<file path="src/rtl/npu_mac_engine.sv">
// Multi-lane multiply-accumulate engine with memory-mapped buffers, command and status.
// Lanes accumulate per tap, optionally reduce to one sum, then shift/ReLU into result registers.
module npu_mac_engine #(
    parameter int NUM_PE = 4,
    parameter int DATA_W = 8,
    parameter int ACC_W  = 24,
    parameter int DEPTH  = 16
) (
    input  logic        clk,
    input  logic        rst_ni,
    input  logic        ena,
    input  logic        wea,
    input  logic [15:0] addra,
    input  logic [31:0] dina,
    output logic [31:0] douta
);

    localparam int IDX_W = (DEPTH > 1) ? $clog2(DEPTH) : 1;
    localparam int ROW_W = NUM_PE * DATA_W;
    localparam logic [8:0] DEPTH_L = 9'(DEPTH);
    localparam int Q_MAX_I = (2 ** (DATA_W - 1)) - 1;
    localparam int Q_MIN_I = -(2 ** (DATA_W - 1));
    localparam logic signed [ACC_W-1:0] Q_MAX = ACC_W'(Q_MAX_I);
    localparam logic signed [ACC_W-1:0] Q_MIN = ACC_W'(Q_MIN_I);

    typedef enum logic [1:0] {S_IDLE, S_RUN, S_REDUCE, S_POST} state_t;

    state_t state_q, state_d;

    logic [ROW_W-1:0]        act_buf [DEPTH];
    logic [ROW_W-1:0]        w_buf   [DEPTH];
    logic signed [ACC_W-1:0] acc     [NUM_PE];
    logic signed [ACC_W-1:0] res     [NUM_PE];
    logic signed [ACC_W-1:0] prod    [NUM_PE];
    logic signed [ACC_W-1:0] sum;

    logic [8:0] t_q, len_q;
    logic [3:0] shift_q;
    logic       act_signed_q, relu_q, reduce_q;
    logic       done_q, err_q;

    logic [2:0]       region;
    logic [IDX_W-1:0] idx;
    logic [8:0]       cmd_len;
    logic             wr, busy, cmd_wr, start_req, clr_req, len_ok, accept, buf_wr, last_tap;
    logic [ROW_W-1:0] act_row, w_row;
    logic [31:0]      rdata;
    logic             unused_bits;

    function automatic logic signed [ACC_W-1:0] mul_lane(input logic [DATA_W-1:0] a,
                                                         input logic [DATA_W-1:0] w,
                                                         input logic sgn);
        logic signed [DATA_W:0]   ax;
        logic signed [DATA_W-1:0] wx;
        logic signed [2*DATA_W:0] ae, we, p;
        ax = {sgn & a[DATA_W-1], a};
        wx = w;
        ae = (2*DATA_W+1)'(ax);
        we = (2*DATA_W+1)'(wx);
        p  = ae * we;
        return ACC_W'(p);
    endfunction

    function automatic logic signed [ACC_W-1:0] post_val(input logic signed [ACC_W-1:0] value,
                                                         input logic [3:0] sh,
                                                         input logic relu);
        logic signed [ACC_W-1:0] v;
        v = value >>> sh;
        if (relu && (v < 0)) v = '0;
        return v;
    endfunction

    function automatic logic [31:0] sat_q(input logic signed [ACC_W-1:0] v);
        logic signed [ACC_W-1:0] r;
        if (v > Q_MAX)      r = Q_MAX;
        else if (v < Q_MIN) r = Q_MIN;
        else                r = v;
        return 32'(r);
    endfunction

    assign region    = addra[14:12];
    assign idx       = addra[IDX_W-1:0];
    assign cmd_len   = {1'b0, dina[15:8]};
    assign wr        = ena & wea;
    assign busy      = (state_q != S_IDLE);
    assign cmd_wr    = wr && (region == 3'b100);
    assign start_req = cmd_wr & dina[0];
    assign clr_req   = cmd_wr & dina[31];
    assign len_ok    = (cmd_len != '0) && (cmd_len <= DEPTH_L);
    assign accept    = start_req & ~busy & len_ok;
    assign buf_wr    = wr && ((region == 3'b001) || (region == 3'b010));
    assign last_tap  = (t_q == (len_q - 9'd1));
    assign act_row   = act_buf[t_q[IDX_W-1:0]];
    assign w_row     = w_buf[t_q[IDX_W-1:0]];
    assign unused_bits = ^{addra[15], addra[11:IDX_W], dina[30:16]};

    always_comb begin
        for (int l = 0; l < NUM_PE; l++)
            prod[l] = mul_lane(act_row[l*DATA_W +: DATA_W], w_row[l*DATA_W +: DATA_W], act_signed_q);
    end

    always_comb begin
        sum = '0;
        for (int l = 0; l < NUM_PE; l++)
            sum = sum + acc[l];
    end

    // Buffers are host-writable only while the engine is idle.
    always_ff @(posedge clk or negedge rst_ni) begin
        if (!rst_ni) begin
            for (int i = 0; i < DEPTH; i++) begin
                act_buf[i] <= '0;
                w_buf[i]   <= '0;
            end
        end else if (buf_wr && !busy) begin
            if (region == 3'b001) act_buf[idx] <= dina[ROW_W-1:0];
            else                  w_buf[idx]   <= dina[ROW_W-1:0];
        end
    end

    always_ff @(posedge clk or negedge rst_ni) begin
        if (!rst_ni) state_q <= S_IDLE;
        else         state_q <= state_d;
    end

    always_comb begin
        state_d = state_q;
        case (state_q)
            S_IDLE:   if (accept) state_d = S_RUN;
            S_RUN:    if (last_tap) state_d = S_REDUCE;
            S_REDUCE: state_d = S_POST;
            S_POST:   state_d = S_IDLE;
            default:  state_d = S_IDLE;
        endcase
    end

    always_ff @(posedge clk or negedge rst_ni) begin
        if (!rst_ni) begin
            t_q          <= '0;
            len_q        <= '0;
            shift_q      <= '0;
            act_signed_q <= 1'b0;
            relu_q       <= 1'b0;
            reduce_q     <= 1'b0;
            for (int l = 0; l < NUM_PE; l++) begin
                acc[l] <= '0;
                res[l] <= '0;
            end
        end else begin
            if (accept) begin
                t_q          <= '0;
                len_q        <= cmd_len;
                shift_q      <= dina[7:4];
                act_signed_q <= dina[1];
                relu_q       <= dina[2];
                reduce_q     <= dina[3];
                for (int l = 0; l < NUM_PE; l++) acc[l] <= '0;
            end
            case (state_q)
                S_RUN: begin
                    for (int l = 0; l < NUM_PE; l++) acc[l] <= acc[l] + prod[l];
                    t_q <= t_q + 9'd1;
                end
                S_REDUCE: begin
                    // The reduced sum lives in lane 0 so POST treats both modes alike.
                    if (reduce_q) begin
                        for (int l = 0; l < NUM_PE; l++) acc[l] <= (l == 0) ? sum : '0;
                    end
                end
                S_POST: begin
                    for (int l = 0; l < NUM_PE; l++) res[l] <= post_val(acc[l], shift_q, relu_q);
                end
                default: ;
            endcase
        end
    end

    // A clear in the same word as a start is applied before the start is judged.
    always_ff @(posedge clk or negedge rst_ni) begin
        if (!rst_ni) begin
            done_q <= 1'b0;
            err_q  <= 1'b0;
        end else begin
            if (clr_req) begin
                done_q <= 1'b0;
                err_q  <= 1'b0;
            end
            if (accept) done_q <= 1'b0;
            if (start_req && (busy || !len_ok)) err_q <= 1'b1;
            if (buf_wr && busy) err_q <= 1'b1;
            if (state_q == S_POST) done_q <= 1'b1;
        end
    end

    always_comb begin
        rdata = '0;
        case (region)
            3'b101: rdata = {29'd0, err_q, done_q, busy};
            3'b110: begin
                for (int l = 0; l < NUM_PE; l++)
                    if (addra[1:0] == 2'(l)) rdata = addra[3] ? sat_q(res[l]) : 32'(res[l]);
            end
            default: ;
        endcase
    end

    always_ff @(posedge clk or negedge rst_ni) begin
        if (!rst_ni)        douta <= '0;
        else if (ena & ~wea) douta <= rdata;
    end

endmodule

</file>
<file path="config.mk">
export PLATFORM = sky130hd
export DESIGN_NAME = npu_mac_engine
export DESIGN_NICKNAME = d
export VERILOG_FILES = /design/src/rtl/npu_mac_engine.sv
export SDC_FILE = /design/constraint.sdc
export NUM_CORES = 2
export LEC_CHECK = 0
export CORE_MARGIN = 10
export CORE_UTILIZATION = 40
export DETAILED_ROUTE_END_ITERATION = 8
export GPL_ROUTABILITY_DRIVEN = 0
export GPL_TIMING_DRIVEN = 1
export HOLD_SLACK_MARGIN = 0.12
export MAX_ROUTING_LAYER = met4
export PLACE_DENSITY_LB_ADDON = 0.25
export SLEW_MARGIN = 20
export SYNTH_ARGS = -nofsm -noshare
export SYNTH_HDL_FRONTEND = slang
export SYNTH_SLANG_ARGS = --single-unit
</file>
<file path="constraint.sdc">
create_clock -name clk -period 22.5 [get_ports clk]
set_clock_uncertainty 0.2 [all_clocks]
set_input_delay 2.25 -clock clk [delete_from_list [all_inputs] [get_ports clk]]
set_output_delay 2.25 -clock clk [all_outputs]
set_load 0.02 [all_outputs]
</file>
== Word level (Yosys, flattened, before mapping) ==
Index checks and enable logic that the tools add are counted.

* Logic and storage cells: 181
* Flip-flop bits (word level): 1276
* Input port bits: 52

* $lt $le $gt $ge: 16
* $add $sub $neg: 9
* Equality and inequality tests: 14
* Multiply operators: 4
* Mux-type cells: 44
* Reductions and logical operators: 25
* Bitwise gates (word level): 15
* Shifts and indexed selects: 4

{| class="wikitable"
|+ Operator list
! kind !! count
|-
| bitwise mux 512 bit || 2
|-
| 2-to-1 mux 32 bit || 13
|-
| 2-to-1 mux 24 bit || 12
|-
| binary-select mux 32 bit (select 4 bit) || 2
|-
| 2-to-1 mux 96 bit || 2
|-
| case mux 96 bit (2 select lines) || 1
|-
| demux 32 bit (select 4 bit) || 1
|-
| adder 24 x 17 -> 24 bit || 4
|-
| > comparator 24 x 8 -> 1 bit (second input constant) || 4
|-
| less-than comparator 24 x 1 -> 1 bit (second input constant) || 4
|-
| less-than comparator 24 x 8 -> 1 bit (second input constant) || 4
|-
| >>> shifter 24 x 4 -> 24 bit || 4
|-
| adder 24 bit || 3
|-
| multiplier 9 x 8 -> 17 bit || 4
|-
| case mux 32 bit (2 select lines) || 1
|-
| 2-to-1 mux 9 bit || 2
|-
| logical AND 1 bit || 11
|-
| AND 1 bit || 10
|-
| greater-or-equal comparator 5 bit (second input constant) || 2
|-
| inverter 4 -> 5 bit || 2
|-
| adder 9 x 1 -> 9 bit (second input constant) || 1
|-
| equality test 3 bit (second input constant) || 3
|-
| equality test 9 bit || 1
|-
| nonzero test 9 bit || 1
|-
| 18 further kinds || 37
|}

== Longest topological paths before layout ==
* Depth in word-level cells: 9
* Gate-level depth with buffers: 29

== Worst setup path before layout ==
Ideal clock, no wire load.

* Path kind: reg2reg
* Start point: register t_q[0]
* End point: register acc[92] (netlist name)
* Required time: 22.159 ns
* Setup time: 0.141 ns
* Arrival time: 7.241 ns
* Cell stages (with the launch flop): 26
* Slack: 14.919 ns
* Path buffers: 2
* Cells stage by stage: dfrtp_1 buf_4 buf_4 mux2i_1 a221oi_1 o21ai_0 nand2_1 nand2_1 a21oi_1 inv_1 fa_1 inv_1 fa_1 fa_1 fa_1 ha_1 ha_1 a21oi_1 nor2b_1 a311o_2 o31ai_4 o211a_4 o21bai_1 a21oi_2 xor2_1 o221ai_1

* Cells in the longest elaborated chain, start to end: 8
* Elaborated cells on any way between the ends: 11

{| class="wikitable"
|+ RTL lines
! element !! RTL line !! source
|-
| from (decl) || 37 || <nowiki>logic [8:0] t_q, len_q;</nowiki>
|-
| from (signal assigned) || 162 || <nowiki>t_q <= t_q + 9'd1;</nowiki>
|-
| inverter 4 -> 5 bit (not written as such) (*) || 93, 94 ||
|-
| binary-select mux 32 bit (select 4 bit) || 93 || <nowiki>assign act_row = act_buf[t_q[IDX_W-1:0]];</nowiki>
|-
| 2-to-1 mux 32 bit (not written as such) (2 in a row) || 93 ||
|-
| AND 1 bit || 56 || <nowiki>ax = {sgn & a[DATA_W-1], a};</nowiki>
|-
| multiplier 9 x 8 -> 17 bit (*) || 60 || <nowiki>p = ae * we;</nowiki>
|-
| adder 24 x 17 -> 24 bit (*) || 161 || <nowiki>for (int l = 0; l < NUM_PE; l++) acc[l] <= acc[l] + prod[l];</nowiki>
|-
| case mux 96 bit (2 select lines) (*) || 159 || <nowiki>case (state_q)</nowiki>
|-
| to (signal, indexed assignment) || 146 || <nowiki>acc[l] <= '0;</nowiki>
|-
| to (decl) || 32 || <nowiki>logic signed [ACC_W-1:0] acc [NUM_PE];</nowiki>
|}

Every way passes the cells marked *; elsewhere a longest branch is shown, timed or not. The select of a mux whose other input is x is not followed.
A chain may end at the register's enable or synchronous reset.

== Worst setup path after layout ==
* Start point: register t_q[0]
* End point: register acc[46] (netlist name)

Same word-level chain as after synthesis.

==> summary.md <==
The flow ran to the end, and the final reports show no timing, DRC or antenna violations. The number of global-route vias before repair was 54885. By area, the combinational part of the netlist is dominated by multiplexers.

Total count of hold-check failures in the final report: 0. The main flop type after synthesis was dfrtp_1. Gates resized during post-CTS repair numbered 0.

The area added between synthesis and finish is 10.32%. The element type at the critical path start was a register. The number of max-cap violations was 0; the floorplan row count was 163.

The fraction of synthesized cell area in xor and xnor cells was 1.360%. By startpoint and endpoint, the worst setup path is classified as reg2reg. Once the clock tree was built, the setup fixing pass inserted 0 buffers.

The clock transition at the register clock pins on the worst setup and hold paths after CTS was 0.06 ns; the fill cell total of the finished layout was 17957. The number of distinct library cells after synthesis is 90, and the DRC violation total after the first TritonRoute iteration is 4095. During synthesis, Yosys emitted a total of 0 warnings. The all-layer global routing usage was 21.55%. For the final-layout worst hold slack, the log shows 0.2750 ns. The type of the most critical hold path is reg2reg. The slowest library cell on the worst path is dfrtp_4. Dividing the detail-routed via count by the number of cells gives 5.717. Setup repair after global routing left no endpoint under its margin. After synthesis, the mean cell area works out to 12.15 sq um.

For the clock insertion delay at the later pin of the skew report, the log shows 0.81 ns. The initial antenna violation count is 6. The die footprint was 217900 sq um; the time the worst path needs with I/O delays and setup was 10.62 ns.

STA classifies the critical path endpoint as a register. From bottom edge to top edge, the die measures 466.8 um. Data on the critical path is required at its endpoint by 22.93 ns. The tools report the highest attainable clock frequency as 0.09417 GHz.

Yosys mapped a number of flops with a built-in enable equal to 0. The vias after detailed routing is 52720, and the reported leakage power is 42.51 nW. The first global-routing pass estimated 352300 um of wire.

Detailed placement ended at an HPWL of 150000 um. For the max-slew violation count, the log shows 0. For the arrival time reported for the critical path endpoint, the log shows 11.05 ns. The actual slew at the worst max-slew pin is 1.115 ns, and the fraction of final layout cells sized beyond drive strength 1 is 26.74%.

The number of buffers inserted by port buffering is 74, and the worst supply voltage drop on vdd is 92.18 uV. Excluding fillers, the count of instances in the completed layout stands at 9222. The clock tree buffer depth is 3. TritonCTS built the clock tree. The library cells used most frequently in the layout, excluding fill and tap cells, are 1260 x dfrtp_1, 1113 x mux2_2, 474 x fa_1, 429 x nand2_1, 370 x inv_1. Summed over all failing endpoints, the final setup total negative slack is 0 ns. The logs give 7349 for the synthesized net count and 7234 for the number of nets in the finished design. For this run the aggregate overflow at the end of global routing stands at 0.

The worst stage delay on the critical path works out to 1.07 ns. The library cell used most frequently in the layout, excluding fill and tap cells, is dfrtp_1. Counting flops and latches in the post-synthesis netlist gives 1268.

The number of CTS-inserted buffers was 146; the compound-cell area share of the yosys netlist was 9.118%. The multiplexer area fraction after synthesis was 24.09%. For the final routed DRC violation total, the log shows 0.

After routing the design area is 88090 sq um. The tools report the total power of the final layout as 0.008895 W. In this run the horizontal extent of the chip is 466.8 um. For this design the top-level I/O count stands at 84.

Setup violations remaining at the end of the flow were counted as 0. The final layout contains routed wiring with a total length of 230000 um. Headroom to the max-slew limit came out at 25.69%. The clock root buffer was clkbuf_16. Post-synth design cell area: 79850 sq um. The power density relative to cell area is 101.0 nW/um^2. Once the floorplan was initialized, standard cells occupied 40.32% of the core. Simple-gate area share of the yosys netlist: 5.732%. Routed length per instance: 24.94 um.

The logs give 6 for the first-pass iteration count of the detailed router and 39.74% for the sequential cell area fraction in the yosys report. In this run the number of H-tree levels came out at 4. In this run, placement finished with an instance count of 8949. The run gives 6574 as the gate count of the mapped netlist. The logs give 1268 for the number of clock sinks and 0 for the count of nets left with antenna violations after detail routing.

Entering global routing, the biggest net connects 190 pins. Of the total synthesized cell area, the portion taken by full adders, half adders and majority gates is 15.79%. Highest net fanout along the worst path: 101. Post-route fraction of the period consumed by the critical path: 47.20%.

For the instance area after placement, the log shows 83080 sq um. The core region area was 198000 sq um. The proportion of register bits with asynchronous set or reset after synthesis works out to 100.0%. Buffers inserted to repair hold after CTS numbered 0.
==> worst paths after layout <==
kind                                           start                       end  slack [ns]  cells after the start
worst max-delay path              t_q[0]$_DFFE_PN0P_         acc[46]$_DFF_PN0_       11.88                     30
worst min-delay path            douta[1]$_DFFE_PN0P_      douta[1]$_DFFE_PN0P_        0.27                      1
worst max register to register    t_q[0]$_DFFE_PN0P_         acc[46]$_DFF_PN0_       11.88                     30
worst min register to register  douta[1]$_DFFE_PN0P_      douta[1]$_DFFE_PN0P_        0.27                      1
max in group asynchronous                     rst_ni  act_buf[173]$_DFFE_PN0P_       16.28                      6
min in group asynchronous                     rst_ni       res[88]$_DFFE_PN0P_        1.15                      1
==> logic make-up (layout without fill, tap and decap cells) <==
family | count (synthesis) | in the layout
and+or+nand+nor | 973 | 973
xor gates and xnor gates | 124 | 124
other | 0 | 4
AOI/OAI and AO/OA | 1134 | 1134
buffers and inverters | 814 | 818
muxes | 1538 | 1538
adders and majority gates | 723 | 723
DFF | 1268 | 1268
==> area by class of cell <==
class / instances / area, sq um / share of cell area (%)
multi-input cells: 4492 / 45070 / 51.16
clock buffers: 212 / 4253 / 4.828
clock inverters: 55 / 732.0 / 0.8309
repair buffers: 178 / 1567 / 1.778
diodes: 4 / 10.01 / 0.01136
inverters: 373 / 1400 / 1.589
well taps: 2640 / 3303 / 3.750
flip-flops and latches: 1268 / 31760 / 36.05
==> routing by layer <==
layer | vias to the layer above | GRT usage [%] | share of wire [%]
met5 | - | - | 0
met4 | 0 | 5.814 | 2.6
met3 | 321 | 3.279 | 5.2
met2 | 1440 | 33.66 | 47
met1 | 27807 | 29.29 | 45
li1 | 23152 | - | -
==> state kept, by name (all words and copies together) (netlist names) <==
register	cells
t_q	9
act_buf	512
err_q	1
done_q	1
reduce_q	1
len_q	8
relu_q	1
state_q	2
w_buf	512
shift_q	4
res	96
act_signed_q	1
douta	24
acc	96
==> stage by stage <==
step,setup WS (ns),utilization [%]
6_report,11.88,44.48
5_1_grt,11.09,44.48
4_1_cts,11.83,44.47
3_5_place_dp,11.86,41.95
3_3_place_gp,11.58,41.95
2_1_floorplan,14.92,-
==> power by group <==
group          internal (W)  switching [W]  total (W)
Combinational       0.00142        0.00215    0.00357
Sequential          0.00249       0.000384    0.00288
Clock               0.00142        0.00102    0.00244
==> cell usage after synthesis (12+ instances only) <==
master	count	area [sq um]
a22o_1	36	315.3
o21bai_1	14	105.1
mux2i_1	229	2292
nor2b_1	29	181.4
dfrtp_1	1268	31730
a221oi_1	81	709.4
nand3b_1	19	142.6
nand4_1	22	137.6
xnor2_1	80	700.7
a21oi_1	288	1441
mux2_2	1113	12530
clkbuf_1	265	994.7
nand3_1	33	165.2
a22oi_1	72	540.5
buf_2	114	570.6
buf_1	27	101.4
ha_1	249	3115
and3_1	14	87.58
o2bb2ai_1	80	700.7
nor2_1	163	611.8
xor2_1	44	385.4
o21ai_1	12	60.06
nor4_1	23	143.9
fa_1	474	9489
a31oi_1	21	131.4
a211oi_1	17	127.6
o21ai_0	358	1792
nand2b_1	20	125.1
nor3_1	16	80.08
inv_1	371	1393
a21o_1	40	300.3
and2_1	165	1032
o211ai_1	22	165.2
buf_4	34	255.2
mux4_2	196	4414
nand2_1	439	1648
==> worst max-delay path: cells and delay by family (launching register included) <==
family | cells | cell delay, ns
buffers and inverters | 8 | 2.79
adder cells (fa/ha/maj) | 7 | 2.53
AO/OA/AOI/OAI | 9 | 2.32
flip-flops | 1 | 1.07
AND/OR/NAND/NOR | 4 | 0.80
multiplexers | 1 | 0.41
XOR/XNOR | 1 | 0.11
No activity file was read; power rests on OpenSTA's default activity.
